[config.mk]
export PLATFORM = sky130hd
export DESIGN_NAME = data_mem_responder
export DESIGN_NICKNAME = d
export VERILOG_FILES = /design/src/rtl/data_mem_responder.sv
export SDC_FILE = /design/constraint.sdc
export NUM_CORES = 2
export LEC_CHECK = 0
export CORE_AREA = 5 5 681 683
export DETAILED_ROUTE_END_ITERATION = 10
export DIE_AREA = 0 0 686 688
export REMOVE_ABC_BUFFERS = 1
export SLEW_MARGIN = 20
export SYNTH_ARGS = -nofsm -noshare
export SYNTH_HDL_FRONTEND = slang
export SYNTH_SLANG_ARGS = --single-unit
[constraint.sdc]
create_clock -name clk -period 5.45 [get_ports clk]
set_input_delay 1.635 -clock clk [delete_from_list [all_inputs] [get_ports clk]]
set_output_delay 1.635 -clock clk [all_outputs]
set_load 0.03 [all_outputs]
[src/rtl/data_mem_responder.sv]
// 256x16 single-ported data memory responder: level-held reads, pulsed writes,
// and a one-entry write buffer that keeps writes ahead of any waiting read.
module data_mem_responder #(
    parameter int READ_LATENCY  = 2,
    parameter int WRITE_LATENCY = 1
) (
    input  logic        clk,
    input  logic        rst,
    input  logic        readReq,
    input  logic        writeReq,
    input  logic [7:0]  memAddrLoadStore,
    input  logic [15:0] memValueStore,
    output logic [15:0] memValueLoad,
    output logic        valueReady,
    output logic        writeDone,
    output logic        busy,
    output logic        wrOverflow
);

    typedef enum logic [1:0] {
        IDLE    = 2'd0,
        RD_WAIT = 2'd1,
        RD_DONE = 2'd2,
        WR_WAIT = 2'd3
    } stateType;

    localparam logic [3:0] RD_LOAD = 4'(READ_LATENCY - 1);
    localparam logic [3:0] WR_LOAD = 4'(WRITE_LATENCY - 1);

    stateType    state;
    stateType    stateNext;
    logic [3:0]  latCnt;
    logic [3:0]  latCntNext;
    logic        bufValid;
    logic        bufValidNext;
    logic [7:0]  bufAddr;
    logic [15:0] bufData;
    logic [7:0]  opAddr;
    logic [15:0] opData;

    logic        acceptBuf;
    logic        acceptWr;
    logic        acceptRd;
    logic        readFire;
    logic        commitEn;
    logic        wrPending;
    logic        bufLoad;
    logic        bufDrop;

    // Array is never touched by reset; contents start at zero.
    logic [15:0] mem [256] = '{default: 16'h0000};

    // Next-state and per-edge decisions. The buffered write always wins in
    // IDLE so a waiting read observes every earlier write.
    always_comb begin
        stateNext  = state;
        latCntNext = latCnt;
        acceptBuf  = 1'b0;
        acceptWr   = 1'b0;
        acceptRd   = 1'b0;
        readFire   = 1'b0;
        commitEn   = 1'b0;
        case (state)
            IDLE: begin
                if (bufValid) begin
                    acceptBuf  = 1'b1;
                    stateNext  = WR_WAIT;
                    latCntNext = WR_LOAD;
                end else if (writeReq) begin
                    acceptWr   = 1'b1;
                    stateNext  = WR_WAIT;
                    latCntNext = WR_LOAD;
                end else if (readReq) begin
                    acceptRd   = 1'b1;
                    stateNext  = RD_WAIT;
                    latCntNext = RD_LOAD;
                end
            end
            RD_WAIT: begin
                if (latCnt == 4'd0) begin
                    readFire  = 1'b1;
                    stateNext = RD_DONE;
                end else begin
                    latCntNext = latCnt - 4'd1;
                end
            end
            RD_DONE: begin
                if (!readReq) begin
                    stateNext = IDLE;
                end
            end
            WR_WAIT: begin
                if (latCnt == 4'd0) begin
                    commitEn  = 1'b1;
                    stateNext = IDLE;
                end else begin
                    latCntNext = latCnt - 4'd1;
                end
            end
            default: stateNext = IDLE;
        endcase

        // A write not taken directly this edge goes to the buffer if the
        // buffer is empty or is being drained on this same edge.
        wrPending    = writeReq && !acceptWr;
        bufLoad      = wrPending && (!bufValid || acceptBuf);
        bufDrop      = wrPending && bufValid && !acceptBuf;
        bufValidNext = bufLoad || (bufValid && !acceptBuf);
    end

    always_ff @(posedge clk or posedge rst) begin
        if (rst) begin
            state        <= IDLE;
            latCnt       <= 4'd0;
            bufValid     <= 1'b0;
            memValueLoad <= 16'h0000;
            valueReady   <= 1'b0;
            writeDone    <= 1'b0;
            wrOverflow   <= 1'b0;
        end else begin
            state      <= stateNext;
            latCnt     <= latCntNext;
            bufValid   <= bufValidNext;
            valueReady <= readFire;
            writeDone  <= commitEn;
            if (readFire) begin
                memValueLoad <= mem[opAddr];
            end
            if (bufDrop) begin
                wrOverflow <= 1'b1;
            end
        end
    end

    // Address/data holding registers carry no reset; their valid flags do.
    always_ff @(posedge clk) begin
        if (acceptBuf) begin
            opAddr <= bufAddr;
            opData <= bufData;
        end else if (acceptWr) begin
            opAddr <= memAddrLoadStore;
            opData <= memValueStore;
        end else if (acceptRd) begin
            opAddr <= memAddrLoadStore;
        end
        if (bufLoad) begin
            bufAddr <= memAddrLoadStore;
            bufData <= memValueStore;
        end
    end

    always_ff @(posedge clk) begin
        if (commitEn) begin
            mem[opAddr] <= opData;
        end
    end

    assign busy = (state != IDLE) || bufValid;

endmodule

==> impl_results.md <==
* Die H at 688 um
* Slowest CP cell: nor4_1
* Core area at 458000 um^2
* Full die area at 472000 um^2
* Area growth from synthesis to layout at 15.3%
* Area occupied by multi-input gates at 32500 um^2
* Synth Area per Inst at 22.4 um^2
* Final setup violation count at 0
* Design internal power at 60.6 mW
* Dpl cell area at 170000 um^2
* Starting DRT DRC Count at 10900
* Initial Util at 34.8%
* Clock buffer depth at 4
* Startpoint types: flop
* Routed wire length per instance at 31.6 um
* Max_cap viols at 0
* Period utilization at 90.9%
* Highest cell delay on the worst timing path at 990 ps
* Via density at 5.60
* Die X at 686 um
* Slew Limit Headroom at 9.86%
* Sequential Power Share at 45.1%
* Share of layout cells above drive strength 1 at 28.1%
* Commonest cells post-synth: edfxtp_1, mux4_2, nor2_1
* Asr flop ratio synth at 0.624%
* NetSw at 25.1 mW
* Flops & latches, synth at 4170
* Max Freq at 202 MHz
* Count leader, synth: edfxtp_1
* Hold/Removal Path Class: reg -> reg
* Netlist cell types at 68
* Layout fillers at 39600
* Vias in the first global route at 79200
* Leak Pwr at 57.1 nW
* Final-stage net count at 7752
* Sink Count at 4170
* Root Buffer: clkbuf_16
* DPL Wire Length at 271000 um
* Slew Limit Fails at 0
* Post-CTS Resized at 0
* FF/Latch Area at 125000 um^2
* Fin. Hold Viols at 0
* Overall Global Routing Usage at 18.5%
* H-Tree Depth at 5
* Cell Area, Synth at 159000 um^2
* Clock Skew at 59.7 ps
* First-pass GRT wire length at 625000 um
* Worst setup path startpoint: opAddr[1]
* Post-synth EDFFs at 4144
* Synth top area share at 78.0%
* Status: completed
* Worst reg2reg path depth at 8
* Peak supply drop at 463 uV
* Setup TNS at 0 ps
* Worst Max-Slew Pin Slew at 1350 ps
* Critical Path RT at 6230 ps
* Synth warnings at 0
* Worst-Skew Late Latency at 980 ps
* Leading post-synthesis cells by cell area: edfxtp_1, mux4_2, mux2i_1
* Post-CTS setup repair buffer count at 0
* Unrepaired setup endpoints after global routing: false
* CP Capture Type: flop
* # hold bufs at CTS at 0
* TritonCTS Buffers at 424
* Switching Share at 29.2%
* WL final at 446000 um
* Comb power frac at 22.0%
* Row count at 249
* Clock-pin slew on the worst setup and hold paths at 60 ps
* Crit path DAT at 5740 ps
* Post-layout min period at 4950 ps
* Sequential area share after synthesis at 78.4%
* Clock share of power at 32.9%
* Setup CP Type: reg -> reg
* Worst Path Max Fanout at 22
* GP Congestion at 0.856
* Post-Synthesis Cells at 7119
* Vias at 79100
* Critical path, cell by cell: inv_4 > buf_4 > a2111oi_0 > a2111oi_0 > buf_4 > or4_1 > nor4_1 > a21oi_1
* R2r startpoint: opAddr[1]
* Crit Reg-Reg Endpoint: memValueLoad[13]
* Largest net degree at the start of global routing at 202
* Top-Level Pins at 48
* Antenna-violating nets left at 0
* Cell Pwr Density at 466 nW/um^2
* First-pass DRT Iterations at 5
* Primary FF master, synth: edfxtp_1
* Total overflow reported by the global router at 0
* Initial antenna violation count at 22
* Synth area leader: edfxtp_1
* FF-to-FF setup slack at 500 ps
* Clock tree from TritonCTS: yes
* PortBufs at 47
* Post-route cell area at 184000 um^2
* Worst Setup EP: memValueLoad[13]
* DRC at 0
[layer usage]
metal  wire length (um)  vias to the layer above  global-route usage, %
li1                   -                    31500                      -
met1             174000                    42700                   25.2
met2             210000                     4144                   29.1
met3              40200                      800                   3.48
met4              22000                       10                   7.93
met5                 67                        -                      0
[placed cells by master, fill, tap and decap left out, types with 16 or more instances in the layout]
master / instances
mux4_2: 1022
clkinv_2: 75
clkinv_1: 94
nor2_2: 43
a32o_1: 22
clkdlybuf4s50_1: 47
buf_4: 490
edfxtp_1: 4144
a32oi_1: 29
a21oi_1: 68
nor2_1: 298
nand2_1: 230
mux2_2: 25
a22o_1: 23
dfrtp_1: 26
clkbuf_16: 432
clkbuf_1: 101
nand3_1: 37
bufinv_16: 30
o22ai_1: 173
diode_2: 23
o21ai_0: 21
buf_12: 49
and3_1: 21
nor4_1: 16
a22oi_1: 33
mux2i_1: 183
nor3_1: 21
[critical path: cells and delay by family, from the launching register on]
kind | cells | cell delay (ps)
AND/OR/NAND/NOR | 2 | 1460
buffers and inverters | 3 | 1110
flip-flops | 1 | 890
AO/OA/AOI/OAI | 3 | 1250
[cell type report]
type	count	area share (%)
flip-flops and latches	4170	68.0
multi-input cells	2526	17.7
clock buffers	543	6.16
well taps	6024	4.10
repair buffers	591	2.83
clock inverters	235	1.13
diodes	23	0.0313
inverters	10	0.0259
[power groups by stage]
stage	clock (mW)	sequential, mW	combinational (mW)
finish	28.2	38.6	18.8
global route	30.0	38.6	19.6
CTS	28.6	38.6	18.9
detailed placement	0	39.3	18.8
global placement	0	39.3	18.6
floorplan	0	41.9	9.34
[metrics by stage]
step                power [mW]  util, %  std cells  setup WS, ps  hold WS [ps]
floorplan                 51.2        -       6706        -39650           502
global placement          57.8     37.2      13300           376           481
detailed placement        58.1     37.2      13300           811           462
CTS                       86.1     40.2      14100           732           476
global route              88.2     40.2      14100           513           513
finish                    85.7     40.2      14100           496           475
[how the worst min path moves through the flow]
stage                     from  depth (start not counted)  slack, ps         end
floorplan            latCnt[1]                          2        500   latCnt[1]
detailed placement  wrOverflow                          1        460  wrOverflow
global placement    wrOverflow                          1        480  wrOverflow
global route        wrOverflow                          1        510  wrOverflow
finish              wrOverflow                          1        480  wrOverflow
CTS                 wrOverflow                          1        480  wrOverflow
[cells by family (layout without fill, tap and decap cells)]
group           after synthesis  in the layout  share of synthesized area, %
flops                      4170           4170                          78.4
mux                        1230           1230                          15.8
simple gates                795            795                          2.24
compound gates              498            498                          2.21
buf+inv                     423           1379                          1.33
xor+xnor                      2              2                        0.0110
fa+ha+maj                     1              1                       0.00785
other cells                   0             23                             0
[sequential cells by signal, summed over array words and instances (netlist names)]
| register | flops |
|---|---|
| latCnt | 4 |
| wrOverflow | 1 |
| opData | 16 |
| mem | 4096 |
| bufData | 16 |
| bufValid | 1 |
| memValueLoad | 16 |
| bufAddr | 8 |
| opAddr | 8 |
| writeDone | 1 |
| state | 2 |
| valueReady | 1 |
Note: power is estimated with default switching activity, not from simulation.
